$ cat src/rtl/frame_sender_if.sv
// rtl/frame_sender_if.sv - host/stream bus bundle for frame_sender
// Optional macro FRAME_SENDER_ALT_PATTERN_EN adds the pat_load strobe.

interface frame_sender_if #(
  parameter int WIDTH = 16,
  parameter int AW    = 4
);
  logic                    wr_en;
  logic [AW-1:0]           wr_addr;
  logic signed [WIDTH-1:0] wr_data;
  logic                    start;
  logic                    stall;
`ifdef FRAME_SENDER_ALT_PATTERN_EN
  logic                    pat_load;
`endif
  logic signed [WIDTH-1:0] dout;
  logic                    dvalid;
  logic                    sof;
  logic                    eof;
  logic                    busy;
  logic                    done;

  modport master (
    output wr_en, wr_addr, wr_data, start, stall,
`ifdef FRAME_SENDER_ALT_PATTERN_EN
    output pat_load,
`endif
    input  dout, dvalid, sof, eof, busy, done
  );

  modport slave (
    input  wr_en, wr_addr, wr_data, start, stall,
`ifdef FRAME_SENDER_ALT_PATTERN_EN
    input  pat_load,
`endif
    output dout, dvalid, sof, eof, busy, done
  );
endinterface

$ cat src/rtl/frame_sender.sv
// rtl/frame_sender.sv - stores one frame of signed samples and streams it with sof/eof framing
// Optional macro FRAME_SENDER_ALT_PATTERN_EN adds a one-cycle alternating test pattern fill.

module frame_sender #(
  parameter int WIDTH = 16,
  parameter int DEPTH = 16,
  parameter int AW    = 4
) (
  input logic           clk,
  input logic           rst,
  frame_sender_if.slave bus
);

  typedef enum logic {IDLE, SEND} state_t;

  state_t                  state, state_n;
  logic [AW-1:0]           idx, idx_n;
  logic [AW-1:0]           idx_inc;
  logic signed [WIDTH-1:0] mem [DEPTH];

  logic signed [WIDTH-1:0] dout_q, dout_n;
  logic                    dvalid_q, dvalid_n;
  logic                    sof_q, sof_n;
  logic                    eof_q, eof_n;
  logic                    busy_q, busy_n;
  logic                    done_q, done_n;

  localparam logic [AW-1:0] LAST = AW'(DEPTH - 1);

  assign idx_inc    = idx + AW'(1);

  assign bus.dout   = dout_q;
  assign bus.dvalid = dvalid_q;
  assign bus.sof    = sof_q;
  assign bus.eof    = eof_q;
  assign bus.busy   = busy_q;
  assign bus.done   = done_q;

  // Frame storage: loads only while idle, and a simultaneous start drops the write.
  always_ff @(posedge clk or negedge rst) begin
    if (!rst) begin
      for (int k = 0; k < DEPTH; k++) mem[k] <= '0;
    end else if (state == IDLE && !bus.start) begin
`ifdef FRAME_SENDER_ALT_PATTERN_EN
      if (bus.pat_load) begin
        for (int k = 0; k < DEPTH; k++)
          mem[k] <= k[0] ? WIDTH'(k + 1) : -WIDTH'(k + 1);
      end else
`endif
      if (bus.wr_en) begin
        mem[bus.wr_addr] <= bus.wr_data;
      end
    end
  end

  // State, index and registered stream outputs.
  always_ff @(posedge clk or negedge rst) begin
    if (!rst) begin
      state    <= IDLE;
      idx      <= '0;
      dout_q   <= '0;
      dvalid_q <= 1'b0;
      sof_q    <= 1'b0;
      eof_q    <= 1'b0;
      busy_q   <= 1'b0;
      done_q   <= 1'b0;
    end else begin
      state    <= state_n;
      idx      <= idx_n;
      dout_q   <= dout_n;
      dvalid_q <= dvalid_n;
      sof_q    <= sof_n;
      eof_q    <= eof_n;
      busy_q   <= busy_n;
      done_q   <= done_n;
    end
  end

  // Next-state and next-output decode; stall holds everything, done is a single-cycle pulse.
  always_comb begin
    state_n  = state;
    idx_n    = idx;
    dout_n   = dout_q;
    dvalid_n = dvalid_q;
    sof_n    = sof_q;
    eof_n    = eof_q;
    busy_n   = busy_q;
    done_n   = 1'b0;

    case (state)
      IDLE: begin
        dout_n   = '0;
        dvalid_n = 1'b0;
        sof_n    = 1'b0;
        eof_n    = 1'b0;
        busy_n   = 1'b0;
        if (bus.start) begin
          state_n  = SEND;
          idx_n    = '0;
          dout_n   = mem[0];
          dvalid_n = 1'b1;
          sof_n    = 1'b1;
          busy_n   = 1'b1;
        end
      end

      SEND: begin
        if (!bus.stall) begin
          if (idx == LAST) begin
            state_n  = IDLE;
            idx_n    = '0;
            dout_n   = '0;
            dvalid_n = 1'b0;
            sof_n    = 1'b0;
            eof_n    = 1'b0;
            busy_n   = 1'b0;
            done_n   = 1'b1;
          end else begin
            idx_n  = idx_inc;
            dout_n = mem[idx_inc];
            sof_n  = 1'b0;
            eof_n  = (idx_inc == LAST);
          end
        end
      end

      default: begin
        state_n = IDLE;
      end
    endcase
  end

endmodule

$ cat src/flat_wrapper.sv
// flat-port wrapper written by rule: the top's interface ports become plain ports
module frame_sender_flat 
#(
  parameter int WIDTH = 16,
  parameter int DEPTH = 16,
  parameter int AW    = 4
)
  (clk, rst, bus_wr_en, bus_wr_addr, bus_wr_data, bus_start, bus_stall, bus_dout, bus_dvalid, bus_sof, bus_eof, bus_busy, bus_done);
  frame_sender_if #(.WIDTH(WIDTH), .AW(AW)) bus_i ();
  input logic clk;
  input logic rst;
  input wire logic [$bits(bus_i.wr_en)-1:0] bus_wr_en;
  input wire logic [$bits(bus_i.wr_addr)-1:0] bus_wr_addr;
  input wire logic [$bits(bus_i.wr_data)-1:0] bus_wr_data;
  input wire logic [$bits(bus_i.start)-1:0] bus_start;
  input wire logic [$bits(bus_i.stall)-1:0] bus_stall;
  output wire logic [$bits(bus_i.dout)-1:0] bus_dout;
  output wire logic [$bits(bus_i.dvalid)-1:0] bus_dvalid;
  output wire logic [$bits(bus_i.sof)-1:0] bus_sof;
  output wire logic [$bits(bus_i.eof)-1:0] bus_eof;
  output wire logic [$bits(bus_i.busy)-1:0] bus_busy;
  output wire logic [$bits(bus_i.done)-1:0] bus_done;
  assign bus_i.wr_en = bus_wr_en;
  assign bus_i.wr_addr = bus_wr_addr;
  assign bus_i.wr_data = bus_wr_data;
  assign bus_i.start = bus_start;
  assign bus_i.stall = bus_stall;
  assign bus_dout = bus_i.dout;
  assign bus_dvalid = bus_i.dvalid;
  assign bus_sof = bus_i.sof;
  assign bus_eof = bus_i.eof;
  assign bus_busy = bus_i.busy;
  assign bus_done = bus_i.done;
  frame_sender #(.WIDTH(WIDTH), .DEPTH(DEPTH), .AW(AW)) u_core (.clk(clk), .rst(rst), .bus(bus_i));
endmodule
$ cat config.mk
export PLATFORM = sky130hd
export DESIGN_NAME = frame_sender_flat
export DESIGN_NICKNAME = d
export VERILOG_FILES = /design/src/rtl/frame_sender_if.sv /design/src/rtl/frame_sender.sv /design/src/flat_wrapper.sv
export SDC_FILE = /design/constraint.sdc
export NUM_CORES = 1
export LEC_CHECK = 0
export ABC_AREA = 1
export CORE_MARGIN = 2
export CORE_UTILIZATION = 40
export CTS_CLUSTER_DIAMETER = 80
export DETAILED_ROUTE_END_ITERATION = 10
export PLACE_DENSITY = 0.61
export SLEW_MARGIN = 20
export SYNTH_ARGS = -nofsm -noshare
export SYNTH_HDL_FRONTEND = slang
export SYNTH_SLANG_ARGS = --single-unit
$ cat constraint.sdc
create_clock -name clk -period 2.4 [get_ports clk]
set_input_delay 0.36 -clock clk [delete_from_list [all_inputs] [get_ports clk]]
set_output_delay 0.36 -clock clk [all_outputs]
set_load 0.05 [all_outputs]
### Word-level counts from Yosys, hierarchy flattened

Index checks and enable logic that the tools add are counted.

| storage, ports and cells | value |
|---|---|
| register bits after elaboration | 281 |
| output and inout bits | 21 |
| logic and storage cells | 70 |
| input port bits | 25 |

| operators by class | value |
|---|---|
| add/subtract/negate cells | 1 |
| bitwise logic cells | 3 |
| equal/unequal tests | 5 |
| mux-type cells | 29 |
| magnitude comparators | 3 |
| reduce and logical (&&, ||, !) cells | 6 |

Operators by type and width:

| cell | number |
|---|---|
| 256-bit bitwise mux | 1 |
| 16-bit 2-to-1 mux | 6 |
| 16-bit binary-select mux with 4-bit select | 1 |
| 16-bit demux with 4-bit select | 1 |
| 16-bit one-hot mux with 2 select lines | 1 |
| 4-bit 2-to-1 mux | 3 |
| 1-bit 2-to-1 mux | 11 |
| 5-bit greater-or-equal comparator (second input constant) | 2 |
| 4-bit NOT with 5-bit output | 2 |
| 4-bit == test (second input constant) | 2 |
| 1-bit one-hot mux with 2 select lines | 4 |
| 4-bit one-hot mux with 2 select lines | 1 |
| 2-bit != test (second input constant) | 3 |
| 2-bit AND reduction | 3 |
| 5-bit by 1-bit < comparator with 1-bit output (second input constant) | 1 |
| 4-bit by 1-bit adder with 4-bit output (second input constant) | 1 |
| 1-bit logical AND | 2 |
| 1-bit zero test | 1 |
| 1-bit NOT | 1 |

### Depth between registers and ports, before layout

Gate-level depths: netlist of the first run.

| depth | value |
|---|---|
| word-level depth | 8 |
| depth in mapped cells | 12 |
| mapped depth without buffers | 9 |

### Worst setup path after synthesis of the first run

OpenSTA, ideal clock, no wires.

| timing | value |
|---|---|
| path type | flip-flop to flip-flop |
| from | register u_core.idx[0] |
| to | register u_core.dout_q[0] (netlist: u_core.bus.dout[0]) |
| arrival | 1.985 ns |
| buffers on the path | 4 |
| clock period less this slack | 2.063 ns |
| slack | 0.337 ns |
| stages on the path, launching flop included | 13 |
| setup time | 0.077 ns |
| required time | 2.323 ns |
| cell sequence | dfrtp_1 inv_2 buf_2 buf_2 ha_1 buf_2 buf_1 nand3_1 nand3_1 nand3_1 nand2_1 nand2_1 a21oi_1 |

| between the ends | value |
|---|---|
| longest elaborated chain between the ends | 8 |
| elaborated cells between the ends (all ways) | 9 |
| classes of those cells | add/sub: 1; eq/ne: 1; mux: 6; bitwise: 1 |

RTL lines:

| element | line | text |
|---|---|---|
| start, declared | frame_sender.sv:17 | `logic [AW-1:0] idx, idx_n;` |
| start signal, assigned | frame_sender.sv:69 | `idx <= idx_n;` |
| 4-bit by 1-bit adder with 4-bit output | frame_sender.sv:30 | `assign idx_inc = idx + AW'(1);` |
| 4-bit NOT with 5-bit output (not written as such) | frame_sender.sv:120 | `dout_n = mem[idx_inc];` |
| 16-bit binary-select mux with 4-bit select | frame_sender.sv:120 |  |
| 16-bit 2-to-1 mux (not written as such) (2 in a row) | frame_sender.sv:120 |  |
| 16-bit 2-to-1 mux (*) | frame_sender.sv:109 | `if (idx == LAST) begin` |
| 16-bit 2-to-1 mux (*) | frame_sender.sv:108 | `if (!bus.stall) begin` |
| 16-bit one-hot mux with 2 select lines (*) | frame_sender.sv:90 | `case (state)` |
| end signal, assigned | frame_sender.sv:70 | `dout_q <= dout_n;` |
| end, declared | frame_sender.sv:21 | `logic signed [WIDTH-1:0] dout_q, dout_n;` |

Every way passes the cells marked *; elsewhere a longest branch is shown, timed or not. The select of a mux whose other input is x is not followed.
A chain may end at the register's enable or synchronous reset.

### Worst setup path in the final report of the first run

| timing | value |
|---|---|
| from | register u_core.dout_q[15] (netlist: u_core.bus.dout[15]) |
| to | output bus_dout[15] |

RTL lines:

| element | line | text |
|---|---|---|
| end, declared | flat_wrapper.sv:17 | `output wire logic [$bits(bus_i.dout)-1:0] bus_dout;` |

No word-level cell between the ends.

==> key figures, run 1 <==
Cells and area
  • Final Net Count: between 1500 and 2000
  • Layout cells sized above 1: 6.549%
  • Post-Layout Cell Count: about 2300
  • Post-Route Utilization: roughly 47%
  • N_diodes: 0
  • Design Area, Final: 15650 µm²
  • Layout area overhead: 15.99%

Die
  • Die height: 187.6 µm
  • CORE AREA: 33360 µm²
  • Initial Util: between 40 and 50%
  • Die Wd: 187.6 µm
  • IO Count: 46
  • Row Count: 67
  • Full die area: 35210 µm²

Setup path
  • R2r endpoint: u_core.bus.dout[0]
  • Largest fanout on the critical path: 2
  • Crit-path cells: clkdlybuf4s50_1
  • Crit Path Class: flop to output pin
  • Worst Path Buf+Inv: 1
  • Critical Path RT: 2.04 ns
  • CP Data Arrival Time: between 1.5 and 2 ns
  • R2R Setup Slk: about 0.21 ns
  • Worst Setup EP: bus_dout[15]
  • Levels on crit path: 1
  • Crit start category: flop
  • Worst path slowest cell: clkdlybuf4s50_1
  • Worst Setup SP: u_core.bus.dout[15]
  • Peak per-stage delay on the critical path: about 0.84 ns
  • R2R cell count: 10
  • CP delay by family, top: buffers and inverters
  • Endpoint type of the worst setup path: output pin
  • RR Startpoint: u_core.idx[0]

Timing
  • Final Critical Period: 2.213 ns
  • Hold slack final: approximately 0.37 ns
  • Final WS setup: 0.1871 ns
  • Final setup fails: 0
  • Slew headroom: 55.99%
  • Final Hold Viols: 0
  • Max Clock Freq: 0.4519 GHz
  • Slew Limit Fails: 0
  • Fin Clk Skew: between 0.007 and 0.008 ns
  • RSZ-0062 raised after global routing: false
  • Final worst path period share: 92.20%
  • Setup tns final: 0 ns
  • Slew @ Worst Pin: 0.6602 ns

Routing
  • Final WL: 40020 µm
  • Vias per inst: about 5
  • DR pass1 iterations: 6
  • Initial drt markers: 1132
  • Drt drc: 0
  • Drt wl/cell: 17.67 µm
  • Vias after detailed routing: roughly 12000
  • Antenna-violating nets left: 0

Synthesis
  • Primary FF master, synth: dfrtp_1
  • Post-synthesis sequential area ratio: 52.12%
  • Yosys top cell by area: dfrtp_1
  • Multiplexer share of the synthesized area: 0%
  • Synth async-reset ratio: 100.0%
  • Syn Inst Count: 1786
  • Post-Syn Area: about 13000 µm²
  • Top cells by count, synth: nand2_1, dfrtp_1, o21ai_0, inv_1, nand3_1
  • Synthesized net count: 1813
  • Area share of the largest cell type after synthesis: 52.12%
  • Area share of fa/ha/maj cells after synthesis: less than 1%
  • Unique masters post-synth: 23
  • Most common cell in the netlist: nand2_1
  • Synth Register Bits: 281
  • Synth Area in XOR/XNOR: less than 1%
  • EDFF count, synth: 0
  • Simple-gate share of the synthesized area: 26.31%
  • Syn_area_per_cell: roughly 7.6 µm²
  • Main combinational cell family by area after synthesis: simple AND/OR/NAND/NOR gates
  • Main area contributors after synthesis: dfrtp_1, nand2_1, o21ai_0, nand3_1, inv_1
  • YS warnings: 0
  • Synth Area in Compound Gates: between 10% and 20%

Place
  • Routability Congestion: 0.7980
  • Port bufs: 45
  • Placed instance area: ~15000 µm²
  • Dpl cells: 2208
  • Detailed Place HPWL: 23120 µm
  • Place WS: 0.1551 ns

Clock network
  • CTS Buffer Depth: 3
  • CTS Root Cell: clkbuf_16
  • CTS tree: built
  • CTS buffer count: 31
  • # H-tree levels: 1
  • Clk sinks: ~280
  • Skew-Pair Late Insertion Delay: roughly 0.57 ns
  • Worst-path clk slew: 0.06 ns

Global route
  • Total gr overflow: 0
  • Largest net degree at the start of global routing: 131
  • Wire length of the first global-routing pass: between 60000 and 70000 µm
  • Antenna violations before repair: 1
  • Vias in the first global route: 10980
  • Tot GR Track Use: 23.00%

Power
  • Final Total Pwr: 16.11 mW
  • Power Density: 1030 nW/µm²
  • Pleak: between 7 and 8 nW
  • Worst vdd ir: between 0.6 and 0.7 mV

Run status
  • Status: complete, no violations

Hold path
  • Hold WC Path Type: input port to asynchronous set/reset pin

Job
  • Max cap viols: 0
per-layer routing:
metal / vias to the layer above / track usage, % / wire [µm] / share of wire [%]
met4: 2 / 7.662 / 1207 / 3.0
met3: 78 / 2.882 / 2536 / 6.3
li1: 5602 / - / - / -
met2: 371 / 36.74 / 18190 / 45
met5: - / 0 / 7 / 0.017
met1: 5478 / 32.52 / 18080 / 45
what timing repair did:
action,in CTS,in global routing
hold buffers,1,0
resized for setup,0,1
setup endpoints to repair,0,1
hold endpoints to repair,65,0
buffers inserted,0,0
registers in the layout (all words and copies together), names as in the netlist:
signal	count
u_core.bus.done	1
u_core.bus.sof	1
u_core.mem	256
u_core.bus.eof	1
u_core.bus.dout	16
u_core.state	1
u_core.idx	4
u_core.bus.dvalid	1
cells in the final DEF, fill, tap and decap left out, types with 2 or more instances in the layout:
cell	n
nand2_1	629
dfrtp_1	280
o21ai_0	242
inv_1	217
nand3_1	195
clkdlybuf4s50_1	44
buf_4	37
a21oi_1	32
clkbuf_16	31
nor2_1	27
o21ai_1	20
buf_12	11
clkbuf_8	9
nand4_1	5
bufinv_16	5
clkinv_2	4
nand3_2	3
clkbuf_1	3
nor3_4	2
inv_2	2
xor2_2	2
inv_6	2
clkinvlp_4	2
worst min path at each step:
stage | start | end | slack, ns | depth (start not counted)
6_report | rst | u_core.mem[126] | 0.37 | 2
5_1_grt | rst | u_core.mem[14] | 0.42 | 2
4_1_cts | rst | u_core.mem[14] | 0.37 | 2
3_5_place_dp | rst | u_core.mem[14] | 0.39 | 1
3_3_place_gp | rst | u_core.mem[126] | 0.39 | 1
2_1_floorplan | rst | u_core.bus.done | 0.06 | 0
area by class of cell:
cell class	count	area [µm²]
fillers	3295	17720
flip-flops and latches	281	7036
multi-input cells	1164	5131
repair buffers	95	974.7
clock buffers	43	910.9
inverters	221	832.0
well taps	448	560.5
clock inverters	13	202.7
cells by family after synthesis:
| logic type | after synthesis |
|---|---|
| buffers and inverters | 341 |
| xor gates and xnor gates | 4 |
| DFF | 281 |
| adders and majority gates | 2 |
| and+or+nand+nor | 863 |
| AOI/OAI and AO/OA | 295 |
report_power, final:
group / total, mW / internal (mW) / switching, mW
combinational: 5.61 / 1.74 / 3.87
sequential: 5.34 / 5.07 / 0.269
clock: 5.17 / 3.17 / 2.00
total: 16.1 / 9.98 / 6.13
No activity file was read; power rests on OpenSTA's default activity.
==> inputs of run 2 (changes only) <==
ABC_CLOCK_PERIOD_IN_PS = 2400   (was not set)
==> results of run 2 <==
Same layout as run 1: the final DEF is identical, and so are final timing and power.
==> inputs of run 3 (changes only) <==
CORE_UTILIZATION = 61   (was 40)
DONT_BUFFER_PORTS = 1   (was not set)
PLACE_DENSITY = 0.82   (was 0.61)
==> run 3 against run 2 <==
  * The flow now finishes with violations (hold timing)
  * Critical path depth rose by 7
  * Count of clock-buffer cells in the layout rose by 8
  * Total power fell by 8.5%
  * Wire length fell by 8.7%
  * Non-clock buffer count fell by 55
  * Sequential cell count did not move
  * Cell area fell by 6.4%
  * Cell count fell by 9.9%
  * Hold slack got worse by 0.86 ns
  * Critical path type is now flop to flop
==> key figures, run 3 (same netlist as run 1, synthesis figures left out) <==
Place
  • Port bufs: 0 (-100%)
  • Detailed Place HPWL: 21490 µm (-7.0%)
  • Place WS: 0.3079 ns (+0.1528 ns)
  • Routability Congestion: 0.8588 (+7.6%)
  • Placed instance area: 13700 µm² (-5.6%)

Die
  • Die Wd: 152.7 µm (-19%)
  • Initial Util: 62.01% (+22 points)
  • Full die area: 23320 µm² (-34%)
  • Row Count: 54 (-19%)
  • Die height: 152.7 µm (-19%)
  • IO Count: 46 (unchanged)
  • CORE AREA: 21760 µm² (-35%)

Global route
  • Grt met2 use: 49.86% (+13 points)
  • Largest net degree at the start of global routing: 282 (+120%)
  • Grt peak-use layer: met2
  • Wire length of the first global-routing pass: 59930 µm (-5.8%)
  • Grt met3 use: 6.513% (+3.6 points)
  • Tot GR Track Use: 31.85% (+8.9 points)
  • Total gr overflow: 0 (unchanged)
  • Vias in the first global route: 11560 (+5.3%)
  • Antenna violations before repair: 0 (-1)
  • Grt met1 use: 43.89% (+11 points)

Setup path
  • Crit-path cells: buf_4, nand3_2, xor2_2, buf_4, nand3_1, nand2_1, nand2_1, a21oi_1
  • Critical Path RT: 2.86 ns (+0.82 ns)
  • Crit start category: flop
  • Worst Path Buf+Inv: 2 (+1)
  • Endpoint type of the worst setup path: flop
  • RR Startpoint: u_core.idx[0]
  • CP Data Arrival Time: 2.64 ns (+0.79 ns)
  • R2R cell count: 8 (-2)
  • Crit Path Class: flop to flop
  • Largest fanout on the critical path: 49 (+47)
  • Worst path slowest cell: buf_4
  • R2R Setup Slk: 0.23 ns (+0.02 ns)
  • CP delay by family, top: buffers and inverters
  • R2r endpoint: u_core.bus.dout[1]
  • Peak per-stage delay on the critical path: 0.49 ns (-0.35 ns)

Timing
  • RSZ-0062 raised after global routing: false
  • Final Hold Viols: 281 (+281)
  • Hold slack final: -0.4909 ns (-0.8571 ns)
  • Max Clock Freq: 0.4599 GHz (+1.8%)
  • Final Critical Period: 2.175 ns (-0.03828 ns)
  • Final worst path period share: 90.61% (-1.6 points)
  • Setup tns final: 0 ns (unchanged)
  • Slew headroom: 40.08% (-16 points)
  • Final WS setup: 0.2254 ns (+0.03828 ns)
  • Fin Clk Skew: 0.01958 ns (+0.01233 ns)
  • Slew Limit Fails: 0 (unchanged)
  • Final setup fails: 0 (unchanged)
  • Slew @ Worst Pin: 0.8988 ns (+0.2386 ns)

Routing
  • Drt drc: 0 (unchanged)
  • Vias after detailed routing: 11860 (+2.8%)
  • Initial drt markers: 1624 (+43%)
  • Drt wl/cell: 17.92 µm (+1.4%)
  • Antenna-violating nets left: 0 (unchanged)
  • DR pass1 iterations: 5 (-1)
  • Vias per inst: 5.812 (+14%)
  • Final WL: 36550 µm (-8.7%)

Run status
  • Failing checks: hold timing
  • Status: complete, but fails checks

Cells and area
  • Layout area overhead: 8.616%
  • Leading cell types in the layout, fill and taps excluded: nand2_1, dfrtp_1, o21ai_0
  • Layout cells sized above 1: 5.568% (-0.98 points)
  • Final Net Count: 1765 (-3.1%)
  • N_diodes: 0 (unchanged)
  • Fillers: 1734 (-47%)
  • Reg with most FFs: u_core.mem
  • Max reg flops: 256 (unchanged)
  • Commonest non-fill, non-tap cell in the layout: nand2_1
  • Design Area, Final: 14650 µm² (-6.4%)
  • Post-Route Utilization: 67.35% (+20 points)

Power
  • Switching Share: 38.36% (+0.30 points)
  • Final Total Pwr: 14.74 mW (-8.5%)
  • Clk pwr share: 30.1% (-2.0 points)
  • Power Density: 1006 nW/µm² (-2.3%)
  • Logic gate share of total power: 29.4% (-5.4 points)
  • NetSw: 5.656 mW (-7.8%)
  • Sequential share of power: 40.5% (+7.4 points)
  • Worst vdd ir: 0.6531 mV (+7.1%)
  • Pleak: 7.062 nW (-4.5%)
  • Int Pwr: 9.087 mW (-9.0%)

Job
  • Max cap viols: 0 (unchanged)

Hold path
  • Hold WC Path Type: input port to asynchronous set/reset pin

Clock network
  • CTS buffer count: 30 (-3.2%)
  • CTS tree: built
  • CTS Buffer Depth: 3 (unchanged)
  • Resized cells post-CTS: 0 (unchanged)
  • Postcts setup bufs: 0 (unchanged)
  • Clk sinks: 281 (unchanged)
  • Skew-Pair Late Insertion Delay: 0.55 ns (-0.02 ns)
  • CTS Root Cell: clkbuf_16
  • Worst-path clk slew: 0.06 ns (about the same)
  • # H-tree levels: 1 (unchanged)
## run 3: worst reg2reg max path: cells and delay by family (launching register included)
family | cells | cell delay (ns)
AO/OA/AOI/OAI | 1 | 0.14
XOR/XNOR | 1 | 0.20
buffers and inverters | 2 | 0.77
flip-flops | 1 | 0.44
AND/OR/NAND/NOR | 4 | 0.55
## run 3: power groups by stage
stage	combinational (mW)	clock [mW]	sequential [mW]
after floorplan	3.08	0	5.85
after global placement	4.16	0	6.04
after detailed placement	4.21	0	6.05
after CTS	4.26	4.46	5.96
after global routing	4.77	4.66	5.99
final	4.34	4.43	5.97
## run 3: how the worst max path moves through the flow
stage / from / endpoint / cells past startpoint
final: u_core.idx[0] / u_core.bus.dout[1] / 8
after floorplan: u_core.idx[0] / u_core.bus.dout[0] / 12
after global routing: u_core.idx[0] / u_core.bus.dout[4] / 8
after global placement: u_core.idx[0] / u_core.bus.dout[1] / 8
after detailed placement: u_core.idx[0] / u_core.bus.dout[1] / 8
after CTS: u_core.idx[0] / u_core.bus.dout[1] / 8
## run 3: per-layer routing
metal	wire (µm)	up-vias
met3	3582	118
met2	16700	580
li1	-	5484
met5	0	-
met1	14630	5674
met4	1632	0
## run 3: cell type report
cell class              instances  area, µm²  share of cell area, %
multi-input cells            1164       5120                  34.94
clock buffers                  51      930.9                  6.353
clock inverters                 3      21.27                 0.1452
flip-flops and latches        281       7036                  48.01
inverters                     221      832.0                  5.678
well taps                     280      350.3                  2.391
repair buffers                 40      362.8                  2.476
## run 3: stage by stage
step,cells,hold slack (ns)
floorplan,1786,0.06441
global placement,1986,0.07780
detailed placement,1986,0.07570
CTS,2040,-0.4926
global route,2040,-0.5084
finish,2040,-0.4909
